File: config.mk
export PLATFORM = sky130hd
export DESIGN_NAME = mult_share_arb
export DESIGN_NICKNAME = d
export VERILOG_FILES = /design/src/rtl/mult_share_arb.sv
export SDC_FILE = /design/constraint.sdc
export NUM_CORES = 1
export LEC_CHECK = 0
export CAP_MARGIN = 10
export CORE_MARGIN = 2
export CORE_UTILIZATION = 40
export DETAILED_ROUTE_END_ITERATION = 10
export PLACE_DENSITY = 0.7
export SKIP_CTS_REPAIR_TIMING = 1
export SYNTH_ARGS = -nofsm -noshare
export SYNTH_HDL_FRONTEND = slang
export SYNTH_SLANG_ARGS = --single-unit
export TNS_END_PERCENT = 20
File: constraint.sdc
create_clock -name clk -period 3.4 [get_ports clk]
set_clock_uncertainty 0.05 [all_clocks]
set_input_delay 0.68 -clock clk [delete_from_list [all_inputs] [get_ports clk]]
set_output_delay 0.68 -clock clk [all_outputs]
set_load 0.1 [all_outputs]
File: src/rtl/mult_share_arb.sv
`default_nettype none
// ============================================================================
// mult_share_arb : arbiter + serial shift-add sequencer for the shared signed
//                  multiplier (port A = keypad entry, port B = compute path).
// Optional: define MULT_SAT_EN to saturate the result on overflow.
// Rev 1.0
// ============================================================================
module mult_share_arb #(
  parameter int WIDTH  = 16,
  parameter bit PRIO_B = 1'b1
) (
  input  logic             clk,
  input  logic             nRST,
  input  logic             req_a,
  input  logic [WIDTH-1:0] a_op1,
  input  logic [WIDTH-1:0] a_op2,
  output logic             done_a,
  input  logic             req_b,
  input  logic [WIDTH-1:0] b_op1,
  input  logic [WIDTH-1:0] b_op2,
  output logic             done_b,
  output logic [WIDTH-1:0] result,
  output logic             overflow,
  output logic             busy,
  output logic [1:0]       grant
);

  localparam int PW = 2 * WIDTH;
  localparam int CW = $clog2(WIDTH + 1);
  localparam logic [PW-1:0] LIM_NEG = PW'(1) << (WIDTH - 1);
  localparam logic [PW-1:0] LIM_POS = LIM_NEG - PW'(1);

  typedef enum logic [1:0] {
    S_IDLE = 2'd0,
    S_LOAD = 2'd1,
    S_RUN  = 2'd2,
    S_DONE = 2'd3
  } state_t;

  state_t r_state, w_next;

  logic             r_rearm_a, r_rearm_b;
  logic [1:0]       r_grant;
  logic [PW-1:0]    r_acc, r_mcand;
  logic [WIDTH-1:0] r_mplier;
  logic [CW-1:0]    r_cnt;
  logic             r_sign;
  logic             r_done_a, r_done_b;
  logic [WIDTH-1:0] r_result;
  logic             r_ovf;

  logic             w_elig_a, w_elig_b, w_pick_b;
  logic [WIDTH-1:0] w_op1, w_op2, w_mag1, w_mag2;
  logic [WIDTH-1:0] w_prod_lo, w_res;
  logic             w_ovf;

  assign w_elig_a = req_a & r_rearm_a;
  assign w_elig_b = req_b & r_rearm_b;
  assign w_pick_b = w_elig_b & (PRIO_B | ~w_elig_a);

  assign w_op1  = r_grant[1] ? b_op1 : a_op1;
  assign w_op2  = r_grant[1] ? b_op2 : a_op2;
  // The most negative value maps to 2^(WIDTH-1), which still fits unsigned.
  assign w_mag1 = w_op1[WIDTH-1] ? (~w_op1 + WIDTH'(1)) : w_op1;
  assign w_mag2 = w_op2[WIDTH-1] ? (~w_op2 + WIDTH'(1)) : w_op2;

  // Only the low half of the signed product is ever returned, and negating a
  // zero magnitude yields zero, so a zero product can never come out negative.
  assign w_prod_lo = r_sign ? (~r_acc[WIDTH-1:0] + WIDTH'(1)) : r_acc[WIDTH-1:0];
  assign w_ovf     = r_sign ? (r_acc > LIM_NEG) : (r_acc > LIM_POS);

`ifdef MULT_SAT_EN
  assign w_res = w_ovf ? (r_sign ? {1'b1, {(WIDTH-1){1'b0}}} : {1'b0, {(WIDTH-1){1'b1}}})
                       : w_prod_lo;
`else
  assign w_res = w_prod_lo;
`endif

  always_ff @(posedge clk or negedge nRST) begin
    if (!nRST) r_state <= S_IDLE;
    else       r_state <= w_next;
  end

  always_comb begin
    w_next = r_state;
    case (r_state)
      S_IDLE: if (w_elig_a | w_elig_b) w_next = S_LOAD;
      S_LOAD: w_next = S_RUN;
      S_RUN:  if (r_cnt == CW'(1)) w_next = S_DONE;
      S_DONE: w_next = S_IDLE;
      default: w_next = S_IDLE;
    endcase
  end

  always_ff @(posedge clk or negedge nRST) begin
    if (!nRST) begin
      r_rearm_a <= 1'b1;
      r_rearm_b <= 1'b1;
      r_grant   <= 2'b00;
      r_acc     <= '0;
      r_mcand   <= '0;
      r_mplier  <= '0;
      r_cnt     <= '0;
      r_sign    <= 1'b0;
      r_done_a  <= 1'b0;
      r_done_b  <= 1'b0;
      r_result  <= '0;
      r_ovf     <= 1'b0;
    end else begin
      r_done_a <= 1'b0;
      r_done_b <= 1'b0;

      // A low req re-arms the port; a completion disarms it until req drops.
      if (!req_a)                                 r_rearm_a <= 1'b1;
      else if (r_state == S_DONE && r_grant[0])   r_rearm_a <= 1'b0;
      if (!req_b)                                 r_rearm_b <= 1'b1;
      else if (r_state == S_DONE && r_grant[1])   r_rearm_b <= 1'b0;

      case (r_state)
        S_IDLE: begin
          if (w_elig_a | w_elig_b) r_grant <= w_pick_b ? 2'b10 : 2'b01;
        end
        S_LOAD: begin
          r_mcand  <= {{WIDTH{1'b0}}, w_mag1};
          r_mplier <= w_mag2;
          r_sign   <= w_op1[WIDTH-1] ^ w_op2[WIDTH-1];
          r_acc    <= '0;
          r_cnt    <= CW'(WIDTH);
        end
        S_RUN: begin
          if (r_mplier[0]) r_acc <= r_acc + r_mcand;
          r_mcand  <= r_mcand << 1;
          r_mplier <= r_mplier >> 1;
          r_cnt    <= r_cnt - CW'(1);
        end
        S_DONE: begin
          r_result <= w_res;
          r_ovf    <= w_ovf;
          r_done_a <= r_grant[0];
          r_done_b <= r_grant[1];
          r_grant  <= 2'b00;
        end
        default: r_grant <= 2'b00;
      endcase
    end
  end

  assign done_a   = r_done_a;
  assign done_b   = r_done_b;
  assign result   = r_result;
  assign overflow = r_ovf;
  assign busy     = (r_state != S_IDLE);
  assign grant    = r_grant;

endmodule
`default_nettype wire

After elaboration in Yosys (flattened, before gate mapping)
Index checks and enable logic that the tools add are counted.
- reduce and logical (&&, ||, !) cells: 9
- add/sub/neg operators: 5
- $lt $le $gt $ge: 2
- bitwise logic cells: 7
- mux-type cells: 23
- equal/unequal tests: 9
- operators by type and width (kind ; number):
    $pmux 32 s2 ; 2
    $mux 16 ; 5
    $add 16x1->16 const B ; 3
    $not 16->16 ; 3
    $add 32x32->32 ; 1
    $gt 32x15->1 const B ; 1
    $gt 32x16->1 const B ; 1
    $mux 32 ; 1
    $pmux 16 s2 ; 1
    $pmux 5 s2 ; 1
    $mux 2 ; 4
    $pmux 2 s4 ; 1
    $mux 1 ; 7
    $ne 2x2->1 const B ; 3
    $reduce_and 2->1 ; 3
    $reduce_bool 2->1 ; 3
    $eq 5x1->1 const B ; 1
    $sub 5x1->5 const B ; 1
    $eq 2x2->1 const B ; 2
    $ne 2x1->1 const B ; 2
    $pmux 2 s2 ; 1
    $and 1x1->1 ; 2
    $eq 2x1->1 const B ; 1
    $logic_and 1x1->1 ; 2
    3 further kinds ; 3
- logic and storage cells: 68
- output and inout port bits: 22
- input port bits: 68
- flip-flop bits (word level): 111

Depth between registers and ports, before layout
Gate-level depths: netlist (run 1).
- word-level depth: 5
- gate-level depth with buffers: 14
- depth with buffers taken out: 12

Worst setup path after synthesis (run 1)
OpenSTA, ideal clock, no wires.
- kind: register -> register
- start point: register r_grant[1], in the netlist grant[1]
- end point: register r_mcand[14]
- buffers on the path: 4
- library setup time: 0.125 ns
- data required time: 3.225 ns
- stages on the path, launching flop included: 15
- path slack: -0.372 ns
- data arrival time: 3.598 ns
- clock period less this slack: 3.772 ns
- path through: dfrtp_1 -> buf_2 -> buf_2 -> buf_2 -> buf_2 -> mux2i_1 -> ha_1 -> o21ai_0 -> or2_2 -> nor2_1 -> a21oi_1 -> a21oi_1 -> xnor2_1 -> o21ai_0 -> mux2_2
- longest elaborated chain between the ends: 5
- RTL lines (item ; line ; RTL):
    start, declared ; 43 ; logic [1:0] r_grant;
    start signal, assigned ; 121 ; if (w_elig_a | w_elig_b) r_grant <= w_pick_b ? 2'b10 : 2'b01;
    $mux 16 (*) ; 61 ; assign w_op1 = r_grant[1] ? b_op1 : a_op1;
    $not 16->16 ; 64 ; assign w_mag1 = w_op1[WIDTH-1] ? (~w_op1 + WIDTH'(1)) : w_op1;
    $add 16x1->16 ; 64 ;
    $mux 16 (*) ; 64 ;
    $pmux 32 s2 (*) ; 119 ; case (r_state)
    end signal, assigned ; 124 ; r_mcand <= {{WIDTH{1'b0}}, w_mag1};
    end signal, assigned ; 132 ; r_mcand <= r_mcand << 1;
    end, declared ; 44 ; logic [PW-1:0] r_acc, r_mcand;
Mark *: on every way between the ends. The rest lies on a longest branch, timed or not.
A chain may end at the register's enable or synchronous reset.

Worst setup path in the final report (run 1)
- start point: register r_acc[7]
- end point: register r_acc[31]
- longest elaborated chain between the ends: 3
- RTL lines (item ; line ; RTL):
    start, declared ; 44 ;
    start signal, assigned ; 131 ; if (r_mplier[0]) r_acc <= r_acc + r_mcand;
    $add 32x32->32 ; 131 ;
    $mux 32 ; 131 ;
    $pmux 32 s2 ; 119 ;
Every way passes these cells. The select of a mux whose other input is x is not followed.

==> out/qor_table.md, run 1 <==
| Quantity | This run | Unit |
|---|---|---|
| Endpoint of the most critical register-to-register path | r_acc[31] | - |
| Synth cell types | 53 | - |
| Number of buffers created by CTS | 9 | - |
| Number of primary I/O pins | 90 | - |
| Synth Area in XOR/XNOR | 0.07691 | - |
| Average cell area after synthesis | 8.407 | sq um |
| Master of the slowest instance on the critical path | sky130_fd_sc_hd__o21ai_0 | - |
| Slew at the pin closest to its max-slew limit | 655.1 | ps |
| Fmax | 0.3198 | GHz |
| Flop-to-flop setup slack | 270 | ps |
| Most frequent CP cell | sky130_fd_sc_hd__a31oi_1 | - |
| Worst Setup SP | r_acc[7] | - |
| Final Max Tran Viols | 0 | - |
| Inserted Diodes | 0 | - |
| Number of nets in the finished design | 1,078 | - |
| Clk_lat worst skew | 360 | ps |
| Minimum clock period | 3127 | ps |
| Final hold violation count | 0 | - |
| Post-synthesis instance total | 894 | - |
| Overall power consumption | 8.188 | mW |
| Total setup violations reported at the end of the flow | 0 | - |
| Initial core utilization | 0.4045 | - |
| DRC violation total after the first TritonRoute iteration | 378 | - |
| First drt pass iteration count | 4 | - |
| Relative max-transition margin | 0.5633 | - |
| Netlist Area Pre-Place | 0.007516 | sq mm |
| Post-route antenna net violation count | 0 | - |
| Residual overflow from global routing | 0 | - |
| Area fraction of the dominant cell type after synthesis | 0.3629 | - |
| Max_cap viols | 0 | - |
| Leakage power figure | 4.009 | nW |
| Std-Cell Rows | 50 | - |
| Min-delay worst type | in -> async | - |
| Layout cells sized above 1 | 0.08119 | - |
| CTS max path bufs | 2 | - |
| Launch instance of the worst register-to-register path | r_acc[7] | - |
| Met1 track demand over resource in global routing | 0.2699 | - |
| Critical path class | reg -> reg | - |
| Crit path arrival time | 3320 | ps |
| Synth Warn # | 0 | - |
| Accumulated negative setup slack | 0 | ps |
| Horizontal die dimension | 141.1 | um |
| Register area share after synthesis | 0.3699 | - |
| Fraction of synthesis flops using an asynchronous set or reset pin | 1.000 | - |
| Worst slack on hold paths | 237.1 | ps |
| Setup crit end | r_acc[31] | - |
| Clk sinks | 111 | - |
| Final period util | 0.9196 | - |
| Area of all placed cells without fillers | 0.008930 | sq mm |
| Critical path buffers and inverters | 0 | - |
| Grt peak-use layer | met2 | - |
| Number of enable flip-flop cells after synthesis | 0 | - |
| Synth Area in Compound Gates | 0.2029 | - |
| Leading area contributor after synthesis | sky130_fd_sc_hd__dfrtp_1 | - |
| Dominant cells by area after synthesis | sky130_fd_sc_hd__dfrtp_1 (36%), sky130_fd_sc_hd__a21oi_1 (7.3%), sky130_fd_sc_hd__ha_1 (6.8%) | - |
| Worst Setup Slack post-DPL | 259.4 | ps |
| Routability congestion estimate from global placement | 0.9538 | - |
| Number of standard cells in the layout, taps in and fillers out | 1,207 | - |
| Number of inserted filler cells in the final layout | 1,777 | - |
| Vias | 6,430 | - |
| Cell at the root of the clock tree | sky130_fd_sc_hd__clkbuf_16 | - |
| Synth Net Count | 1,004 | - |
| Result of the run | finished, final reports clean | - |
| Wire length reported by the detailed router | 17.20 | mm |
| TritonCTS clock tree | yes | - |
| Kind of end point of the critical path | register | - |
| Number of cells after detailed placement | 1,191 | - |
| End-of-flow core utilization | 0.4806 | - |
| GR Layer Usage met3 | 0.03227 | - |
| Maximum ir drop on the vdd rail | 0.6128 | mV |
| RSZ-0062 raised after global routing | no | - |
| Half-perimeter wire length of the detailed placement result | 13.00 | mm |
| Vert. Die Dim | 141.1 | um |
| Total routing resource utilization after global routing | 0.1809 | - |
| Number of vias per cell | 5.327 | - |
| Most common library cell in the layout ignoring fill and taps | sky130_fd_sc_hd__nor2_1 | - |
| Reg2Reg Depth | 10 | - |
| Worst path cell trace | ha_1 -> and3_1 -> a31oi_1 -> nand2_1 -> o21ai_0 -> a31oi_1 -> o21ai_0 -> a31oi_1 -> o2111a_1 -> a211o_1 | - |
| Met2 usage | 0.2713 | - |
| Worst path setup slack after routing | 273.5 | ps |
| Number of buffers inserted by port buffering | 89 | - |
| Path length in cells of the critical path | 10 | - |
| Crit Path Max Fanout | 7 | - |
| Cell type group with the largest total delay on the critical path | compound AO/OA/AOI/OAI gates | - |
| Residual DRC | 0 | - |
| Max stage delay on crit path | 500 | ps |
| Main combinational cell family by area after synthesis | compound AO/OA/AOI/OAI gates | - |
| Core region area | 0.01858 | sq mm |
| Area of the die | 0.01990 | sq mm |
| Total power per unit cell area | 917.0 | mW/mm^2 |
| Register bit count reported by yosys | 111 | - |
| DP Area | 0.008623 | sq mm |
| Adder and majority cell fraction of the synthesized area | 0.07092 | - |
| Mean routed wirelength per cell | 14.25 | um |
| Share of synthesized cell area in and, or, nand and nor gates | 0.1760 | - |
| Kind of launch point of the worst setup path | register | - |
| Clock-pin slew of the registers on the worst-case setup and hold paths | 70 | ps |
| Number of H-tree levels | 3 | - |
| Layout overhead on the synthesized area | 18.81 | % |
| Multiplexer area fraction after synthesis | 0.06110 | - |
| Most frequent cells in the layout | sky130_fd_sc_hd__nor2_1 (111), sky130_fd_sc_hd__a21oi_1 (110), sky130_fd_sc_hd__dfrtp_1 (108), sky130_fd_sc_hd__o21ai_0 (81), sky130_fd_sc_hd__nand2_1 (72) | - |
| Wire length of the first global-routing pass | 29.68 | mm |
| Number of global-route vias before repair | 6,046 | - |
| Largest net degree at the start of global routing | 76 | - |
| WP data required | 3590 | ps |
| Dominant synthesized flop cell | sky130_fd_sc_hd__dfrtp_1 | - |
| Number of antenna violations at the first check in global routing | 0 | - |
worst min-delay path by stage:
stage | slack (ps) | start | cells past startpoint | end
3_5_place_dp | 420 | r_rearm_b | 2 | r_rearm_b
5_1_grt | 270 | nRST | 1 | r_mplier[9]
2_1_floorplan | 330 | nRST | 0 | done_a
4_1_cts | 260 | nRST | 1 | r_mplier[9]
6_report | 240 | nRST | 1 | r_mplier[9]
3_3_place_gp | 420 | r_rearm_b | 2 | r_rearm_b
cells in the mapped netlist, types with 6 or more instances:
cell                       number
sky130_fd_sc_hd__ha_1          41
sky130_fd_sc_hd__nand2b_1       6
sky130_fd_sc_hd__buf_2          8
sky130_fd_sc_hd__nor3_1        24
sky130_fd_sc_hd__nor2_1       111
sky130_fd_sc_hd__clkbuf_1      30
sky130_fd_sc_hd__inv_1         39
sky130_fd_sc_hd__nand3_1       24
sky130_fd_sc_hd__o21ai_0       81
sky130_fd_sc_hd__mux2_2         7
sky130_fd_sc_hd__a21o_1        19
sky130_fd_sc_hd__nand2_1       72
sky130_fd_sc_hd__o21a_1         7
sky130_fd_sc_hd__dfrtp_1      109
sky130_fd_sc_hd__nor2b_1        8
sky130_fd_sc_hd__o31ai_1        9
sky130_fd_sc_hd__xor2_1        38
sky130_fd_sc_hd__a21oi_1      110
sky130_fd_sc_hd__xnor2_1       28
sky130_fd_sc_hd__mux2i_1       38
sky130_fd_sc_hd__and3_1         7
per-layer routing:
metal	vias up	wire length, um
met5	-	0
met4	0	182
met3	13	748
met2	145	7315
met1	2960	8954
li1	3312	-
report_power, final:
part	internal, mW	switching (mW)	leakage [nW]
sequential	1.78	0.422	1.39
clock	0.562	0.487	0.142
combinational	1.75	3.19	2.48
kinds of logic after synthesis:
kind of cell	count (synthesis)
xor gates and xnor gates	66
adders and majority gates	42
buffers and inverters	82
AOI/OAI and AO/OA	260
and+or+nand+nor	288
muxes	45
DFF	111
flip-flops by register name (all words and copies together), names as in the netlist:
signal	flops
r_mplier	16
r_sign	1
done_b	1
done_a	1
r_rearm_b	1
r_acc	32
r_cnt	5
overflow	1
grant	2
r_state	2
r_mcand	32
r_rearm_a	1
result	16
layout make-up:
| cell class | instances | area [sq um] | share of cell area |
|---|---|---|---|
| tap | 234 | 292.8 | 0.03279 |
| clock buffer | 13 | 270.3 | 0.03026 |
| timing repair buffer | 106 | 973.4 | 0.1090 |
| inverter | 39 | 146.4 | 0.01639 |
| sequential | 111 | 2784 | 0.3118 |
| clock inverter | 3 | 25.02 | 0.002802 |
| multi-input combinational | 701 | 4438 | 0.4970 |
Power figures use the tool's default switching activity.
==> run 2: changes to the inputs <==
--- a/config.mk
+++ b/config.mk
@@ -9,6 +9,7 @@
 export CORE_MARGIN = 2
 export CORE_UTILIZATION = 40
 export DETAILED_ROUTE_END_ITERATION = 10
+export GPL_TIMING_DRIVEN = 1
 export PLACE_DENSITY = 0.7
 export SKIP_CTS_REPAIR_TIMING = 1
 export SYNTH_ARGS = -nofsm -noshare
==> results of run 2 <==
Final layout, timing and power as in run 1 (identical DEF).
